[src/rtl/dmem_lsu.sv]
// dmem_lsu -- load/store unit in front of a word-only data memory.
//
// Turns RV32I LB/LH/LW/LBU/LHU/SB/SH/SW requests into word-granular
// mem_read/mem_write cycles. Sub-word stores are done as read-modify-write.
// Loads are sign- or zero-extended.
//
// Handshake: a request transfers on a rising edge where req_valid && req_ready.
// req_ready is high only in IDLE. The core holds the request until it is taken.
// Each request finishes with a single-cycle resp_valid pulse.
//
// Configuration macro: MISALIGNED_SPLIT_EN
//   defined   : misaligned accesses are carried out. An access that crosses
//               into the next word uses two reads, and for stores two writes.
//   undefined : any misaligned access returns resp_err with no memory write.
//
// Ports
//   clk, rst_n        clock (rising edge), asynchronous active-low reset
//   req_valid/ready   request handshake
//   req_we            1 = store, 0 = load
//   req_funct3        RV32I width/sign code
//   req_addr          byte address
//   req_wdata         store data, LSB-aligned
//   resp_valid        one-cycle completion pulse
//   resp_rdata        extended load data (0 for stores and errors)
//   resp_err          misaligned (split disabled) or bad funct3
//   mem_read/write    DMEM strobes, never both high
//   mem_addr          word-aligned DMEM address
//   mem_wdata         DMEM write data
//   mem_rdata         DMEM read data, valid in the same cycle as mem_read
//   dbg_state_o       current FSM state encoding
module dmem_lsu #(
   parameter int ADDR_W     = 32,
   parameter bit BAD_F3_ERR = 1'b1
) (
   input  logic              clk,
   input  logic              rst_n,
   input  logic              req_valid,
   output logic              req_ready,
   input  logic              req_we,
   input  logic [2:0]        req_funct3,
   input  logic [ADDR_W-1:0] req_addr,
   input  logic [31:0]       req_wdata,
   output logic              resp_valid,
   output logic [31:0]       resp_rdata,
   output logic              resp_err,
   output logic              mem_read,
   output logic              mem_write,
   output logic [ADDR_W-1:0] mem_addr,
   output logic [31:0]       mem_wdata,
   input  logic [31:0]       mem_rdata,
   output logic [2:0]        dbg_state_o
);

`ifdef MISALIGNED_SPLIT_EN
   localparam bit SPLIT_EN = 1'b1;
`else
   localparam bit SPLIT_EN = 1'b0;
`endif

   typedef enum logic [2:0] {IDLE, RD0, RD1, WR0, WR1, RESP} state_t;

   // Access size: 0 = byte, 1 = halfword, 2 = word. Unused funct3 codes
   // fall into word, so they behave as LW/SW when not flagged as errors.
   function automatic logic [1:0] size_of(input logic [2:0] f3);
      case (f3[1:0])
         2'b00:   size_of = 2'd0;
         2'b01:   size_of = 2'd1;
         default: size_of = 2'd2;
      endcase
   endfunction

   function automatic logic [3:0] lanes_of(input logic [1:0] sz);
      case (sz)
         2'd0:    lanes_of = 4'b0001;
         2'd1:    lanes_of = 4'b0011;
         default: lanes_of = 4'b1111;
      endcase
   endfunction

   function automatic logic is_misal(input logic [1:0] sz, input logic [1:0] off);
      is_misal = (sz == 2'd1 && off[0]) || (sz == 2'd2 && off != 2'd0);
   endfunction

   // True when the access runs past byte 3 of its word into word A+4.
   function automatic logic is_span(input logic [1:0] sz, input logic [1:0] off);
      is_span = (sz == 2'd1 && off == 2'd3) || (sz == 2'd2 && off != 2'd0);
   endfunction

   // pair = {upper word, lower word}; shift down to the addressed byte, then extend.
   function automatic logic [31:0] extract(input logic [63:0] pair, input logic [2:0] f3,
                                           input logic [1:0] off);
      logic [63:0] sh;
      sh = pair >> {off, 3'b000};
      case (size_of(f3))
         2'd0:    extract = f3[2] ? {24'b0, sh[7:0]}  : {{24{sh[7]}}, sh[7:0]};
         2'd1:    extract = f3[2] ? {16'b0, sh[15:0]} : {{16{sh[15]}}, sh[15:0]};
         default: extract = sh[31:0];
      endcase
   endfunction

   // Byte-lane merge across a 64-bit window. The lanes picked by the mask
   // come from the shifted store data. All other lanes keep the old data.
   function automatic logic [63:0] merge(input logic [63:0] old, input logic [31:0] wd,
                                         input logic [2:0] f3, input logic [1:0] off);
      logic [7:0]  mask;
      logic [63:0] data;
      logic [63:0] res;
      mask = {4'b0000, lanes_of(size_of(f3))} << off;
      data = {32'b0, wd} << {off, 3'b000};
      for (int i = 0; i < 8; i++) begin
         res[8*i +: 8] = mask[i] ? data[8*i +: 8] : old[8*i +: 8];
      end
      merge = res;
   endfunction

   state_t              state_q;
   logic                we_q;
   logic [2:0]          f3_q;
   logic [ADDR_W-1:0]   addr_q;
   logic [31:0]         wdata_q;
   logic [31:0]         w0_q;
   logic [31:0]         w1_q;
   logic                resp_valid_q, resp_err_q, mem_read_q, mem_write_q;
   logic [31:0]         resp_rdata_q, mem_wdata_q;
   logic [ADDR_W-1:0]   mem_addr_q;

   // Decode of the request being offered this cycle.
   logic [1:0]          req_sz;
   logic                req_bad, req_err, req_span;
   logic [ADDR_W-1:0]   req_word;

   assign req_sz   = size_of(req_funct3);
   assign req_bad  = BAD_F3_ERR && (req_funct3 == 3'b011 || req_funct3 == 3'b110 ||
                                    req_funct3 == 3'b111);
   assign req_err  = req_bad || (!SPLIT_EN && is_misal(req_sz, req_addr[1:0]));
   assign req_span = SPLIT_EN && is_span(req_sz, req_addr[1:0]);
   assign req_word = {req_addr[ADDR_W-1:2], 2'b00};

   // Decode of the latched request.
   logic                span_q;
   logic [ADDR_W-1:0]   word_a, word_b;
   logic [63:0]         merged_rd0, merged_rd1;

   assign span_q     = SPLIT_EN && is_span(size_of(f3_q), addr_q[1:0]);
   assign word_a     = {addr_q[ADDR_W-1:2], 2'b00};
   assign word_b     = word_a + ADDR_W'(4);   // wraps modulo 2^ADDR_W
   assign merged_rd0 = merge({32'b0, mem_rdata}, wdata_q, f3_q, addr_q[1:0]);
   assign merged_rd1 = merge({mem_rdata, w0_q}, wdata_q, f3_q, addr_q[1:0]);

   always_ff @(posedge clk or negedge rst_n) begin
      if (!rst_n) begin
         state_q      <= IDLE;
         we_q         <= 1'b0;
         f3_q         <= 3'b000;
         addr_q       <= '0;
         wdata_q      <= 32'b0;
         w0_q         <= 32'b0;
         w1_q         <= 32'b0;
         resp_valid_q <= 1'b0;
         resp_rdata_q <= 32'b0;
         resp_err_q   <= 1'b0;
         mem_read_q   <= 1'b0;
         mem_write_q  <= 1'b0;
         mem_addr_q   <= '0;
         mem_wdata_q  <= 32'b0;
      end else begin
         case (state_q)
            IDLE: begin
               if (req_valid) begin
                  we_q    <= req_we;
                  f3_q    <= req_funct3;
                  addr_q  <= req_addr;
                  wdata_q <= req_wdata;
                  if (req_err) begin
                     state_q      <= RESP;
                     resp_valid_q <= 1'b1;
                     resp_err_q   <= 1'b1;
                     resp_rdata_q <= 32'b0;
                  end else if (req_we && req_sz == 2'd2 && !req_span) begin
                     // A full aligned word needs no read-back.
                     state_q     <= WR0;
                     mem_write_q <= 1'b1;
                     mem_addr_q  <= req_word;
                     mem_wdata_q <= req_wdata;
                  end else begin
                     state_q    <= RD0;
                     mem_read_q <= 1'b1;
                     mem_addr_q <= req_word;
                  end
               end
            end
            RD0: begin
               w0_q <= mem_rdata;
               if (span_q) begin
                  state_q    <= RD1;
                  mem_addr_q <= word_b;
               end else begin
                  mem_read_q <= 1'b0;
                  if (we_q) begin
                     state_q     <= WR0;
                     mem_write_q <= 1'b1;
                     mem_wdata_q <= merged_rd0[31:0];
                  end else begin
                     state_q      <= RESP;
                     mem_addr_q   <= '0;
                     resp_valid_q <= 1'b1;
                     resp_rdata_q <= extract({32'b0, mem_rdata}, f3_q, addr_q[1:0]);
                  end
               end
            end
            RD1: begin
               mem_read_q <= 1'b0;
               if (we_q) begin
                  state_q     <= WR0;
                  mem_write_q <= 1'b1;
                  mem_addr_q  <= word_a;
                  mem_wdata_q <= merged_rd1[31:0];
                  w1_q        <= merged_rd1[63:32];
               end else begin
                  state_q      <= RESP;
                  mem_addr_q   <= '0;
                  resp_valid_q <= 1'b1;
                  resp_rdata_q <= extract({mem_rdata, w0_q}, f3_q, addr_q[1:0]);
               end
            end
            WR0: begin
               if (span_q) begin
                  state_q     <= WR1;
                  mem_addr_q  <= word_b;
                  mem_wdata_q <= w1_q;
               end else begin
                  state_q      <= RESP;
                  mem_write_q  <= 1'b0;
                  mem_addr_q   <= '0;
                  mem_wdata_q  <= 32'b0;
                  resp_valid_q <= 1'b1;
                  resp_rdata_q <= 32'b0;
               end
            end
            WR1: begin
               state_q      <= RESP;
               mem_write_q  <= 1'b0;
               mem_addr_q   <= '0;
               mem_wdata_q  <= 32'b0;
               resp_valid_q <= 1'b1;
               resp_rdata_q <= 32'b0;
            end
            RESP: begin
               state_q      <= IDLE;
               resp_valid_q <= 1'b0;
               resp_rdata_q <= 32'b0;
               resp_err_q   <= 1'b0;
            end
            default: state_q <= IDLE;
         endcase
      end
   end

   assign req_ready   = (state_q == IDLE);
   assign resp_valid  = resp_valid_q;
   assign resp_rdata  = resp_rdata_q;
   assign resp_err    = resp_err_q;
   assign mem_read    = mem_read_q;
   assign mem_write   = mem_write_q;
   assign mem_addr    = mem_addr_q;
   assign mem_wdata   = mem_wdata_q;
   assign dbg_state_o = state_q;

endmodule

[config.mk]
export PLATFORM = sky130hd
export DESIGN_NAME = dmem_lsu
export DESIGN_NICKNAME = d
export VERILOG_FILES = /design/src/rtl/dmem_lsu.sv
export SDC_FILE = /design/constraint.sdc
export NUM_CORES = 1
export LEC_CHECK = 0
export ABC_AREA = 1
export CORE_UTILIZATION = 53
export CTS_CLUSTER_DIAMETER = 60
export CTS_CLUSTER_SIZE = 20
export DETAILED_ROUTE_END_ITERATION = 7
export GPL_TIMING_DRIVEN = 0
export PLACE_DENSITY = 0.81
export SETUP_SLACK_MARGIN = 0.3
export SYNTH_ARGS = -nofsm -noshare
export SYNTH_HDL_FRONTEND = slang
export SYNTH_SLANG_ARGS = --single-unit
[constraint.sdc]
create_clock -name clk -period 1.8 [get_ports clk]
set_input_delay 0.27 -clock clk [delete_from_list [all_inputs] [get_ports clk]]
set_output_delay 0.27 -clock clk [all_outputs]
set_load 0.01 [all_outputs]
==> results.cfg, run 1 <==
[synth]
yosys.area.top_type_share_pct = 44.16
synth_flop_cell = dfrtp_1
seq_area_frac_synth_pct = 44.16
ys_seq_elements = 201
yosys_warnings = 0
synth_top_cells_by_area = dfrtp_1 (44%), nand2_1 (18%), o21ai_0 (9.5%)
synth_cell_types = 27
async_flop_share_pct = 100.0
syn_area_per_cell_um2 = 7.080
synth_cells = 1609
synth_top_area_cell = dfrtp_1
synth_edf_count = 0
syn_area_mm2 = 0.01139

[placement]
numPortBuffers = 204
post_dp_cell_area_mm2 = 0.01386
dp_hpwl_um = 35410
post-place-ws_ns = -0.6926
gp_congestion = 1.082

[cts]
clockBufferDepth = 3
h-tree-depth = 1
root_buffer = clkbuf_16
numCtsBuffers = 20
clock_sink_count = 201

[status]
tool.error = [ERROR GRT-0232] Routing congestion too high. Check the congestion heatmap in the GUI.
status = did not finish
lastStage = global routing (5_1_grt)

[floorplan]
pin_count = 207
rows = 53
dieWidth_um = 148.6
start_util_pct = 54.19
die_h_um = 148.6

[global_routing]
grtUsageTotal_pct = 60.69
grt_max_degree = 115
grt-ovfl-total = 8

[sta]
crit_endpoint = mem_wdata[9]$_DFFE_PN0P_/D
worst-ep-kind = register input
==> metal layers <==
layer	track usage (%)	GRT overflow
met1	61.64	0
met4	58.97	6
met2	87.17	1
met5	2.955	1
met3	33.28	0
==> Yosys cell counts (9+ instances only) <==
library cell,number
nand2_1,548
buf_2,41
inv_1,117
nand3_1,206
dfrtp_1,201
clkbuf_1,54
nor2_1,52
o21ai_0,217
o211ai_1,34
mux2_2,9
a21oi_1,63
o21a_1,9
==> metrics by stage <==
stage,cells,hold WS (ns)
global placement,2089,0.4538
detailed placement,2090,0.4027
CTS,2168,0.3244
floorplan,1610,-0.02559
==> cells by family after synthesis <==
kind of cell           share of synthesized area [%]
AOI/OAI and AO/OA                              15.49
buffers and inverters                          8.842
DFF                                            44.16
muxes                                         0.8897
other                                        0.03292
and+or+nand+nor                                30.59
==> what timing repair did <==
action / in CTS
hold buffers: 1
buffers inserted: 31
endpoints found under the setup margin: 303
gates cloned: 10
hold endpoints to repair: 113
gates resized for setup: 369
pin swaps: 47
==> run 2, diff against run 1 <==
- CORE_UTILIZATION: 53 -> 40
- CTS_CLUSTER_DIAMETER: 60 -> not set
- CTS_CLUSTER_SIZE: 20 -> not set
- PLACE_DENSITY: 0.81 -> not set
- PLACE_DENSITY_LB_ADDON: not set -> 0.15
- SETUP_SLACK_MARGIN: 0.3 -> not set
==> run 2 against run 1 <==
Compared with the run above:
- the flow now finishes, with violations (setup timing)
- area after synthesis stayed put
- synthesized cell count stayed put
==> results.cfg, run 2 <==
[status]
status = complete, but fails checks
violations = setup timing

[power]
ir_drop_mv = 1.092
p_per_area_mw_per_mm2 = 2205
p_total_mw = 35.83
p_leak_nw = 7.807

[global_routing]
gr-usage-met2_pct = 57.83
use_met1_pct = 41.66
gr-usage-met3_pct = 4.858
top_usage_layer = met2
antenna_found_initial = 1
grt_pass1_vias = 12200
grt_max_degree = 107
grt-ovfl-total = 0
grtUsageTotal_pct = 34.18
grt_pass1_wl_um = 73870

[drt]
drc = 0
dr.pass1.iters = 6
wire_per_inst_um = 21.82
drtAntennaViolNets = 0
vias_per_cell = 5.440
first_iter_violations = 948
wl_um = 49980
vias = 12460

[sta]
timing.final.ws_setup_ns = -0.1329
fmax_mhz = 517.4
worst_slew_pin_slew_ns = 0.7884
slew_viol_final = 0
hold_violations = 0
finalWorstPathRequiredPeriod_ns = 1.933
finClkSkew_ns = 0.01612
setup_viol_count_final = 72
relSlewSlack_pct = 47.44
rsz0062_at_grt = yes
period_share_pct = 107.4

[finish]
layout_commonest_cell = nand2_1
nNetsFinal = 1999
layout_common_cells = nand2_1 (491), clkdlybuf4s50_1 (199), dfrtp_1 (198), nand3_1 (193), o21ai_0 (180)
syn2layout_area_growth_pct = 42.63
diodes = 0
drive_gt1_share_pct = 17.88
final_area_mm2 = 0.01625

[cts]
cts_tree = yes
root_buffer = clkbuf_16
clockBufferDepth = 3
numCtsBuffers = 25
clkSlewWorstSetupHoldPaths_ns = 0.06
clock_latency_ns = 0.53
clock_sink_count = 201
h-tree-depth = 1

[synth]
synth_cell_types = 27
synth_cells = 1609
syn_area_mm2 = 0.01139
yosys_warnings = 0
synth_edf_count = 0
synth.most_common_cell = nand2_1
ys_seq_elements = 201
async_flop_share_pct = 100.0
synth_top_cells_by_area = dfrtp_1 (44%), nand2_1 (18%), o21ai_0 (9.5%)
yosys.area.top_type_share_pct = 44.16
synth_flop_cell = dfrtp_1
synth_top_area_cell = dfrtp_1
synth_top_cells_by_count = nand2_1 (548), o21ai_0 (217), nand3_1 (206), dfrtp_1 (201), inv_1 (117)
seq_area_frac_synth_pct = 44.16
syn_area_per_cell_um2 = 7.080

[placement]
gp_congestion = 1.040
post-place-ws_ns = -0.7672
post_dp_cell_area_mm2 = 0.01394
dp_hpwl_um = 37210
numPortBuffers = 204

[setup_path]
arrival_ns = 2.40
cp_num_buf_inv = 3
crit_type = reg2reg
path_cells = clkinv_4 -> nand3_4 -> buf_4 -> nand3_4 -> buf_8 -> o211ai_1 -> nand2_2 -> nand2_2
worst_path_max_delay_cell = dfrtp_2
cp.required_ns = 2.27
endpoint_kind = flip-flop
crit_family = simple AND/OR/NAND/NOR gates
crit_fanout = 6
critical-path-max-stage-delay_ns = 0.48
startpoint_type = flip-flop

[floorplan]
core-area_mm2 = 0.02793
dieArea_mm2 = 0.02916
die_h_um = 170.8
rows = 61
dieWidth_um = 170.8
start_util_pct = 40.78
pin_count = 207

[flow_run]
maxCapViolations = 0

[hold_path]
hp-class = in2reg
[run 2: cell counts after synthesis]
Identical to the previous run, type by type.
[run 2: worst register-to-register path: stages (launching register included)]
cell	delay, ns
dfrtp_2	0.48
clkinv_4	0.14
nand3_4	0.15
buf_4	0.14
nand3_4	0.14
buf_8	0.19
o211ai_1	0.44
nand2_2	0.12
nand2_2	0.09
[run 2: logic make-up after synthesis]
kind of cell / after synthesis / synth area share, %
compound gates: 329 / 15.49
other cells: 1 / 0.03292
simple gates: 832 / 30.59
buf+inv: 237 / 8.842
mux: 9 / 0.8897
flops: 201 / 44.16
[run 2: routing by layer]
metal / part of all wire [%] / vias up / routed length (um)
met5: 0.026 / - / 13
met4: 5.9 / 2 / 2966
met3: 6.9 / 143 / 3443
met2: 48 / 586 / 23920
met1: 39 / 5911 / 19640
li1: - / 5822 / -
[run 2: path summary, 6_finish.rpt]
| path | to | slack (ns) | start | depth (start not counted) |
|---|---|---|---|---|
| min | wdata_q[29]$_DFFE_PN0P_ | 0.32 | req_wdata[29] | 3 |
| max reg2reg | mem_wdata[9]$_DFFE_PN0P_ | -0.13 | dbg_state_o[2]$_DFFE_PN0N_ | 8 |
| min reg2reg | mem_addr[23]$_DFFE_PN0P_ | 0.47 | mem_addr[23]$_DFFE_PN0P_ | 2 |
| max in group asynchronous | dbg_state_o[0]$_DFFE_PN0N_ | 0.38 | rst_n | 3 |
| max | mem_wdata[9]$_DFFE_PN0P_ | -0.13 | dbg_state_o[2]$_DFFE_PN0N_ | 8 |
| min in group asynchronous | resp_rdata[18]$_DFFE_PN0P_ | 0.35 | rst_n | 2 |
[run 2: timing repair]
item                                    4_1_cts  5_1_grt
hold buffers                                  1        0
endpoints found under the hold margin        95        0
endpoints found under the setup margin      174      155
cloned                                        2        6
resized for setup                           172      202
pin swaps                                    21       32
buffers inserted                             40       10
[run 2: final cells by class]
cell class,count,area (um2)
buffer,107,855.8
clock buffer,36,706.9
clock inverter,8,100.1
fill,2669,11690
inverter,127,524.3
multi-input combinational,1172,5867
sequential,201,5034
tap,378,473.0
timing repair buffer,262,2686
[run 2: power breakdown]
| group | switching (mW) | internal [mW] |
|---|---|---|
| combinational | 13.4 | 9.16 |
| sequential | 1.46 | 6.71 |
| clock | 2.06 | 3.01 |
[run 2: per-stage QoR]
| stage | util, % | cells | setup TNS [ns] | hold slack [ns] |
|---|---|---|---|---|
| global route | 58.16 | 2291 | -6.829 | 0.3525 |
| finish | 58.16 | 2291 | -2.629 | 0.3166 |
| floorplan | - | 1610 | 0 | -0.02559 |
| global placement | 49.79 | 2192 | -1747.71 | 0.4539 |
| detailed placement | 49.91 | 2193 | -68.89 | 0.3431 |
| CTS | 55.77 | 2278 | -0.1454 | 0.3073 |
No activity file was read; power rests on OpenSTA's default activity.
